--- src/rtl/lv_abist_pkg.sv ---
// Shared types and sizing helpers for the multi-channel LV analog BIST sequencer.
package lv_abist_pkg;

    typedef enum logic [2:0] {IDLE, SCAN, STIM, REL, DONE} abist_st_e;

    function automatic int unsigned us2cyc(input int unsigned us, input int unsigned clk_m);
        return us * clk_m;
    endfunction

    function automatic int unsigned max2(input int unsigned a, input int unsigned b);
        return (a > b) ? a : b;
    endfunction

    // Width of a counter that must be able to hold max_val without wrapping.
    function automatic int unsigned cnt_width(input int unsigned max_val);
        return (max_val < 1) ? 1 : $clog2(max_val + 1);
    endfunction

endpackage

--- src/rtl/lv_abist_win_chk.sv ---
// Window-check engine: debounces a flag towards a target polarity within a cycle window.
module lv_abist_win_chk #(
    parameter int unsigned TMR_W   = 8,
    parameter int unsigned DEB_W   = 3,
    parameter int unsigned DEB_CYC = 4
) (
    input  logic             i_clk,
    input  logic             i_rst,
    input  logic             start,
    input  logic             en,
    input  logic             pol,
    input  logic [TMR_W-1:0] win_len,
    input  logic             flag,
    output logic             pass,
    output logic             timeout
);

    localparam logic [DEB_W-1:0] DEB_LAST = DEB_W'(DEB_CYC - 1);
    localparam logic [TMR_W-1:0] TMR_MAX  = '1;
    localparam logic [DEB_W-1:0] DEB_MAX  = '1;

    logic [TMR_W-1:0] tmr;
    logic [DEB_W-1:0] deb;
    logic             match;

    assign match = (flag == pol);

    // A pass on the last window cycle suppresses the coincident timeout.
    assign pass    = en && match && (deb >= DEB_LAST);
    assign timeout = en && !pass && (tmr >= (win_len - TMR_W'(1)));

    always_ff @(posedge i_clk) begin
        if (i_rst || start) begin
            tmr <= '0;
            deb <= '0;
        end else if (en) begin
            if (tmr != TMR_MAX) begin
                tmr <= tmr + 1'b1;
            end
            if (!match) begin
                deb <= '0;
            end else if (deb != DEB_MAX) begin
                deb <= deb + 1'b1;
            end
        end
    end

endmodule

--- src/rtl/lv_abist_mch.sv ---
// Multi-channel LV analog BIST: forces, checks and releases each monitor in turn,
// then reports per-channel and global results and enables logic BIST.
module lv_abist_mch
    import lv_abist_pkg::*;
#(
    parameter int unsigned CH_NUM  = 4,
    parameter int unsigned CLK_M   = 48,
    parameter int unsigned STIM_US = 70,
    parameter int unsigned REL_US  = 20,
    parameter int unsigned DEB_CYC = 4
) (
    input  logic                                          i_clk,
    input  logic                                          i_rst,
    input  logic                                          i_bist_en,
    input  logic [CH_NUM-1:0]                             i_ch_mask,
    input  logic                                          i_stop_on_fail,
    input  logic [CH_NUM-1:0]                             i_ana_flag,
    output logic [CH_NUM-1:0]                             o_bist_force,
    output logic                                          o_busy,
    output logic                                          o_done,
    output logic                                          o_lbist_en,
    output logic [CH_NUM-1:0]                             o_ch_rult,
    output logic                                          o_abist_rult,
    output logic                                          o_fail_vld,
    output logic [((CH_NUM > 1) ? $clog2(CH_NUM) : 1)-1:0] o_fail_ch
);

    localparam int unsigned STIM_CYC = us2cyc(STIM_US, CLK_M);
    localparam int unsigned REL_CYC  = us2cyc(REL_US, CLK_M);
    localparam int unsigned TMR_W    = cnt_width(max2(STIM_CYC, REL_CYC));
    localparam int unsigned DEB_W    = cnt_width(DEB_CYC);
    localparam int unsigned FAIL_W   = (CH_NUM > 1) ? $clog2(CH_NUM) : 1;
    localparam int unsigned IDX_W    = $clog2(CH_NUM + 1);

    localparam logic [TMR_W-1:0] STIM_LEN = TMR_W'(STIM_CYC);
    localparam logic [TMR_W-1:0] REL_LEN  = TMR_W'(REL_CYC);
    localparam logic [IDX_W-1:0] IDX_END  = IDX_W'(CH_NUM);

    abist_st_e         state;
    logic [IDX_W-1:0]  ch_idx;
    logic [FAIL_W-1:0] ch_sel;
    logic [CH_NUM-1:0] mask_q;
    logic              stop_q;
    logic              ch_failed;

    logic              win_en;
    logic              win_start;
    logic              win_pass;
    logic              win_to;
    logic [TMR_W-1:0]  win_len;

    assign ch_sel       = ch_idx[FAIL_W-1:0];
    assign o_abist_rult = &o_ch_rult;

    // Counters restart on every window entry, i.e. whenever a window is not running or just ended.
    assign win_en    = i_bist_en && ((state == STIM) || (state == REL));
    assign win_start = !win_en || win_pass || win_to;
    assign win_len   = (state == REL) ? REL_LEN : STIM_LEN;

    lv_abist_win_chk #(
        .TMR_W   (TMR_W),
        .DEB_W   (DEB_W),
        .DEB_CYC (DEB_CYC)
    ) u_win_chk (
        .i_clk   (i_clk),
        .i_rst   (i_rst),
        .start   (win_start),
        .en      (win_en),
        .pol     (state == STIM),
        .win_len (win_len),
        .flag    (i_ana_flag[ch_sel]),
        .pass    (win_pass),
        .timeout (win_to)
    );

    always_ff @(posedge i_clk) begin
        if (i_rst) begin
            state        <= IDLE;
            ch_idx       <= '0;
            mask_q       <= '0;
            stop_q       <= 1'b0;
            ch_failed    <= 1'b0;
            o_bist_force <= '0;
            o_busy       <= 1'b0;
            o_done       <= 1'b0;
            o_lbist_en   <= 1'b0;
            o_ch_rult    <= '1;
            o_fail_vld   <= 1'b0;
            o_fail_ch    <= '0;
        end else if (!i_bist_en && (state != IDLE)) begin
            // Abort: results are kept for inspection until the next start.
            state        <= IDLE;
            o_bist_force <= '0;
            o_busy       <= 1'b0;
            o_done       <= 1'b0;
            o_lbist_en   <= 1'b0;
        end else begin
            case (state)
                IDLE: begin
                    if (i_bist_en) begin
                        state      <= SCAN;
                        mask_q     <= i_ch_mask;
                        stop_q     <= i_stop_on_fail;
                        ch_idx     <= '0;
                        o_ch_rult  <= '1;
                        o_fail_vld <= 1'b0;
                        o_fail_ch  <= '0;
                        o_busy     <= 1'b1;
                        o_done     <= 1'b0;
                        o_lbist_en <= 1'b0;
                    end
                end
                SCAN: begin
                    if (ch_idx == IDX_END) begin
                        state      <= DONE;
                        o_busy     <= 1'b0;
                        o_done     <= 1'b1;
                        o_lbist_en <= 1'b1;
                    end else if (mask_q[ch_sel]) begin
                        ch_idx <= ch_idx + 1'b1;
                    end else begin
                        state        <= STIM;
                        o_bist_force <= CH_NUM'(1) << ch_sel;
                        ch_failed    <= 1'b0;
                    end
                end
                STIM: begin
                    if (win_pass || win_to) begin
                        state        <= REL;
                        o_bist_force <= '0;
                    end
                    if (win_to) begin
                        o_ch_rult[ch_sel] <= 1'b0;
                        ch_failed         <= 1'b1;
                        if (!o_fail_vld) begin
                            o_fail_vld <= 1'b1;
                            o_fail_ch  <= ch_sel;
                        end
                    end
                end
                REL: begin
                    if (win_to) begin
                        o_ch_rult[ch_sel] <= 1'b0;
                        if (!o_fail_vld) begin
                            o_fail_vld <= 1'b1;
                            o_fail_ch  <= ch_sel;
                        end
                    end
                    if (win_pass || win_to) begin
                        if (stop_q && (ch_failed || win_to)) begin
                            state      <= DONE;
                            o_busy     <= 1'b0;
                            o_done     <= 1'b1;
                            o_lbist_en <= 1'b1;
                        end else begin
                            state  <= SCAN;
                            ch_idx <= ch_idx + 1'b1;
                        end
                    end
                end
                DONE: begin
                end
                default: begin
                    state <= IDLE;
                end
            endcase
        end
    end

endmodule
--- config.mk ---
export PLATFORM = sky130hd
export DESIGN_NAME = lv_abist_mch
export DESIGN_NICKNAME = d
export VERILOG_FILES = /design/src/rtl/lv_abist_pkg.sv /design/src/rtl/lv_abist_win_chk.sv /design/src/rtl/lv_abist_mch.sv
export SDC_FILE = /design/constraint.sdc
export NUM_CORES = 1
export LEC_CHECK = 0
export ABC_AREA = 0
export CORE_ASPECT_RATIO = 0.6
export CORE_MARGIN = 4
export CORE_UTILIZATION = 40
export CTS_CLUSTER_DIAMETER = 150
export CTS_CLUSTER_SIZE = 28
export DETAILED_ROUTE_END_ITERATION = 16
export GPL_ROUTABILITY_DRIVEN = 0
export PLACE_DENSITY_LB_ADDON = 0.05
export REMOVE_ABC_BUFFERS = 1
export SETUP_SLACK_MARGIN = 0.4
export SLEW_MARGIN = 25
export SYNTH_ARGS = -nofsm -noshare
export SYNTH_HDL_FRONTEND = slang
export SYNTH_SLANG_ARGS = --single-unit
--- constraint.sdc ---
create_clock -name i_clk -period 3.3 [get_ports i_clk]
set_input_delay 0.66 -clock i_clk [delete_from_list [all_inputs] [get_ports i_clk]]
set_output_delay 0.66 -clock i_clk [all_outputs]
set_load 0.02 [all_outputs]
==> run summary, run 1 <==
Status - complete, no violations
Pins Over Slew Limit - 0
Vias in the first global route - 1922
Yosys cell types - 57
Antenna violations before repair - 0
Register area share after synthesis - 33.1%
Required time of the critical path - 3.48 ns
CP arrival - 2.89 ns
Die X - 108 um
Number of port buffers - 26
Dominant synthesized flop cell - dfxtp_1
Worst Setup SP - state[0]
Num rows - 21
Syn Area/Cell - 8.52 um2
CP max stage cell - dfxtp_1
Reg clk slew, reported paths - 0.08 ns
Chip height - 68.3 um
CTS resizes - 0
DP Wirelength - 4610 um
Pwr Density - 459 nW/um2
# fillers - 595
Slowest stage delay, CP - 0.38 ns
Most frequent CP cell - a21o_1
Slew margin rel. - 36.2%
Post-synth EDFFs - 0
WHS - 0.459 ns
Antenna viol nets, final - 0
DR pass1 iterations - 5
# clock sinks - 40
Synth area leaders - dfxtp_1 33%, ha_1 6.7%, nand2_1 5.1%
Max IR drop VDD - 0.292 mV
Asr flop ratio synth - 0%
Clock Tree Buf Depth - 2
Leak Pwr - 1.03 nW
Post-Route Setup TNS - 0 ns
GRT Util Overall - 17.5%
Cell count after synthesis - 284
Core area - 5730 um2
Total gr overflow - 0
Hold-fix buffers, CTS - 0
Final net count - 336
Max Clock Skew - 0.00973 ns
CTS tree - yes
# diodes - 0
Final Cycle Share - 82.1%
Worst-path fanout max - 5
CP Capture Type - flop
Max Cap Viol - 0
Finished Cell Area - 2870 um2
Root Buffer - clkbuf_8
Yosys reg bits - 40
IO Pins - 27
Worst hold path type - flop to flop
Share of layout cells above drive strength 1 - 11.2%
DP Worst Slack - 0.375 ns
Cell family with the largest share of critical-path delay - compound AO/OA/AOI/OAI gates
Die area - 7400 um2
CTS buffer count - 5
Htree depth - 2
Most common cell after layout, fill and taps aside - dfxtp_1
Via count - 2128
Post-layout min period - 2.71 ns
Share of the synthesized area in the top cell type - 33.1%
Synthesized area - 2420 um2
Buf+Inv Stages, Crit Path - 1
Via/cell ratio - 5.43
Most frequent cells in the layout - 40 x dfxtp_1, 33 x nand2_1, 26 x clkdlybuf4s50_1
Worst Setup Start Kind - flop
Hold_sp - mask_q[3]
Final WS setup - 0.592 ns
Endpoints failing setup - 0
Dpl cell area - 2770 um2
FMAX - 369 MHz
Leading area contributor after synthesis - dfxtp_1
Post-CTS setup buffer count - 0
Worst skew pair latency - 0.29 ns
Pin count of the biggest net entering global routing - 21
Residual DRC - 0
First-pass GRT wire length - 9970 um
Warnings from Yosys - 0
1st-iter DRT viols - 235
RR Startpoint - state[0]
Core Util, Final - 50.1%
Crit-path cells - nor2b_2, nand2_1, inv_1, ha_1, a21o_1, a21o_1, a22o_1, o21bai_1, mux2_2
Initial Util - 42.3%
Final hold vios - 0
RSZ-0062 raised after global routing - false
Crit Path Class - flop to flop
Layout area overhead - 18.4%
Wire per inst - 15.5 um
Worst-Margin Slew - 0.946 ns
Total Routed Length - 6090 um
final cells by class:
| class | instances | area (um2) | share of cell area, % |
|---|---|---|---|
| multi-input combinational | 218 | 1510 | 52.6 |
| inverter | 12 | 45.0 | 1.57 |
| clock inverter | 2 | 10.0 | 0.349 |
| tap | 80 | 100 | 3.49 |
| sequential | 40 | 801 | 27.9 |
| clock buffer | 6 | 82.6 | 2.88 |
| timing repair buffer | 34 | 320 | 11.2 |
per-stage QoR:
| stage | power, W | std cells |
|---|---|---|
| 2_1_floorplan | 0.000830 | 270 |
| 3_3_place_gp | 0.000986 | 384 |
| 3_5_place_dp | 0.000980 | 384 |
| 4_1_cts | 0.00132 | 392 |
| 5_1_grt | 0.00140 | 392 |
| 6_report | 0.00132 | 392 |
sequential cells by signal, summed over array words and instances, names as in the netlist:
name / count
u_win_chk.tmr: 12
stop_q: 1
u_win_chk.deb: 3
o_busy: 1
mask_q: 4
o_ch_rult: 4
o_fail_ch: 2
o_fail_vld: 1
ch_idx: 3
o_bist_force: 4
ch_failed: 1
state: 3
o_lbist_en: 1
logic make-up (layout without fill, tap and decap cells):
family,count (synthesis),count (layout),synth area share (%)
xor+xnor,14,14,5.68
simple gates,120,120,25.4
buf+inv,26,54,4.91
compound gates,59,59,18.0
mux,12,12,6.20
fa+ha+maj,13,13,6.72
flops,40,40,33.1
synthesized netlist by cell type (all sizes together), types with 3 or more instances:
library cell / n
o311ai: 3
dfxtp: 40
a31oi: 7
a221oi: 3
clkbuf: 9
a21oi: 13
xnor2: 10
nor3: 8
nand2: 33
mux2i: 9
nand4: 5
nor2: 24
o21ai: 8
or3: 3
a21o: 5
and2: 5
nor2b: 4
nand3: 9
or2: 4
nand2b: 7
ha: 13
o21a: 3
inv: 12
buf: 5
xor2: 4
and4: 3
nor4: 5
nand3b: 3
worst min-delay path, cell delays in order, from the launching register on:
cell and delay, ns:
dfxtp_1 0.31, nand2_1 0.05, a21oi_1 0.05
path summary, 6_finish.rpt:
path | depth (start not counted) | slack [ns] | endpoint
setup / recovery | 9 | 0.59 | ch_idx[0]
hold / removal | 2 | 0.46 | mask_q[3]
setup reg to reg | 9 | 0.59 | ch_idx[0]
hold reg to reg | 2 | 0.46 | mask_q[3]
where the power goes:
group	leakage, nW	switching, W	total (W)	internal (W)
Combinational	0.652	0.000258	0.000432	0.000174
Sequential	0.324	0.0000300	0.000545	0.000515
Clock	0.0510	0.000173	0.000340	0.000167
Total	1.03	0.000461	0.00132	0.000856
routing by layer:
layer  share of wire (%)  global-route usage, %  up-vias
met5                   0                      0        -
met4                0.76                   3.31        0
met3                 6.8                   4.24        7
met2                  36                   21.5       70
met1                  56                   28.9      978
li1                    -                      -     1073
(Power assumes the default switching activity.)
==> run 2: changes to the inputs <==
==> constraint.sdc (replaced) <==
create_clock -name i_clk -period 2.4 [get_ports i_clk]
set_input_delay 0.48 -clock i_clk [delete_from_list [all_inputs] [get_ports i_clk]]
set_output_delay 0.48 -clock i_clk [all_outputs]
set_load 0.02 [all_outputs]
==> run 2 against run 1 <==
Against the previous run: die area stayed put; clock skew is 0.0016 ns lower; sequential cell count stayed put; critical path depth is 1 higher; clock power is 130% higher; sequential share of layout area is 5.3 points lower; power is 77% higher; critical path type unchanged; largest cell class unchanged; highest routed layer unchanged.
==> run summary, run 2 (same netlist as run 1, synthesis figures left out) <==
Layout area overhead - 47.4%
Wire per inst - 16.7 um
Required time of the critical path - 2.63 ns
Worst-Margin Slew - 0.574 ns
DP Wirelength - 4850 um
Core area - 5730 um2
1st-iter DRT viols - 193
Logic pwr share - 34.4%
Antenna viol nets, final - 0
Pwr Density - 654 nW/um2
Total Routed Length - 7200 um
Htree depth - 2
CTS buffer count - 5
DP Cell Count - 404
Post-layout min period - 2.28 ns
CTS tree - yes
Max Cap Viol - 0
Final Non-Filler Cells - 430
Dpl cell area - 2920 um2
Post-Route Setup TNS - 0 ns
Max FFs per register - 12
Crit Path Class - flop to flop
Die X - 108 um
DR pass1 iterations - 5
# clock sinks - 40
# fillers - 492
Internal power - 0.00160 W
Slew margin rel. - 61.7%
Endpoints failing setup - 0
Switching power - 0.000736 W
Vias in the first global route - 2085
Num rows - 21
RSZ-0062 raised after global routing - true
# diodes - 0
Final hold vios - 0
Final Cycle Share - 95.1%
Reg clk slew, reported paths - 0.09 ns
Root Buffer - clkbuf_8
Sequential share of power - 32.4%
CP Capture Type - flop
Status - complete, no violations
Finished Cell Area - 3570 um2
GRT Util Overall - 20.0%
Hold-fix buffers, CTS - 0
Final net count - 374
Number of port buffers - 26
Biggest register - u_win_chk.tmr
CP arrival - 2.51 ns
First-pass GRT wire length - 11200 um
Initial Util - 42.3%
Max IR drop VDD - 0.329 mV
Chip height - 68.3 um
Worst hold path type - flop to flop
Clk pwr share - 33.2%
Pins Over Slew Limit - 0
Clock Tree Buf Depth - 2
Most common cell after layout, fill and taps aside - buf_4
Residual DRC - 0
Total gr overflow - 0
Max Clock Skew - 0.00809 ns
Core Util, Final - 62.3%
Leak Pwr - 1.32 nW
Antenna violations before repair - 0
Most frequent cells in the layout - 38 x buf_4, 36 x dfxtp_1, 31 x nand2_1
Worst Setup Start Kind - flop
Pin count of the biggest net entering global routing - 21
IO Pins - 27
Net Sw Frac - 31.5%
FMAX - 438 MHz
Via/cell ratio - 5.52
Die area - 7400 um2
Worst-path fanout max - 5
Share of layout cells above drive strength 1 - 32.0%
Worst skew pair latency - 0.30 ns
Via count - 2375
[run 2: cell types whose count changed in the layout (fill, tap and decap cells not counted), sizes merged]
cell,delta
buf,+38
bufinv,+3
clkbuf,-1
clkdlybuf4s50,-5
clkinv,-2
dlygate4sd2,+4
dlymetal6s2s,+1
[run 2: path summary, 6_finish.rpt]
path | startpoint | endpoint | slack (ns) | depth (start not counted)
max | state[0] | o_bist_force[0] | 0.12 | 10
min | mask_q[1] | mask_q[1] | 0.46 | 2
max reg2reg | state[0] | o_bist_force[0] | 0.12 | 10
min reg2reg | mask_q[1] | mask_q[1] | 0.46 | 2
[run 2: cell type report]
type | count | area [um2] | share of cell area (%)
flip-flops and latches | 40 | 808 | 22.6
inverters | 12 | 47.5 | 1.33
clock buffers | 5 | 68.8 | 1.93
clock inverters | 3 | 90.1 | 2.52
multi-input cells | 218 | 1800 | 50.5
repair buffers | 72 | 651 | 18.2
well taps | 80 | 100 | 2.80
[run 2: routing by layer]
metal | vias to the layer above | GRT usage (%) | share of wire, %
met1 | 1112 | 31.6 | 51
met5 | - | 0 | 0
met4 | 0 | 4.09 | 0.79
li1 | 1145 | - | -
met2 | 109 | 26.9 | 40
met3 | 9 | 4.34 | 8.2
[run 2: worst max-delay path, stage by stage, from the launching register on]
cell and delay [ns]:
dfxtp_2 0.34, nor2b_4 0.17, nand2_4 0.11, ha_4 0.29, nand2_2 0.04, o311ai_2 0.23
buf_4 0.20, a221oi_2 0.06, buf_4 0.16, o31ai_4 0.37, mux2i_1 0.23
[run 2: metrics by stage]
stage / setup slack (ns) / total power, W / hold slack, ns
final: 0.118 / 0.00234 / 0.458
after detailed placement: -0.209 / 0.00143 / 0.448
after global placement: -0.264 / 0.00144 / 0.444
after global routing: 0.0405 / 0.00245 / 0.487
after floorplan: -0.188 / 0.00114 / 0.425
after CTS: 0.127 / 0.00231 / 0.460
[run 2: power groups by stage]
stage	Combinational [W]	Sequential, W	Clock (W)
CTS	0.000759	0.000755	0.000796
global route	0.000857	0.000763	0.000828
floorplan	0.000340	0.000801	0
detailed placement	0.000672	0.000762	0
global placement	0.000683	0.000762	0
finish	0.000803	0.000758	0.000776
[run 2: timing repair]
| item | in CTS | in global routing |
|---|---|---|
| hold endpoints to repair | 0 | 0 |
| buffers inserted | 7 | 10 |
| gates resized for setup | 53 | 35 |
| endpoints found under the setup margin | 35 | 36 |
| pin swaps | 26 | 20 |
| cloned | 1 | 0 |
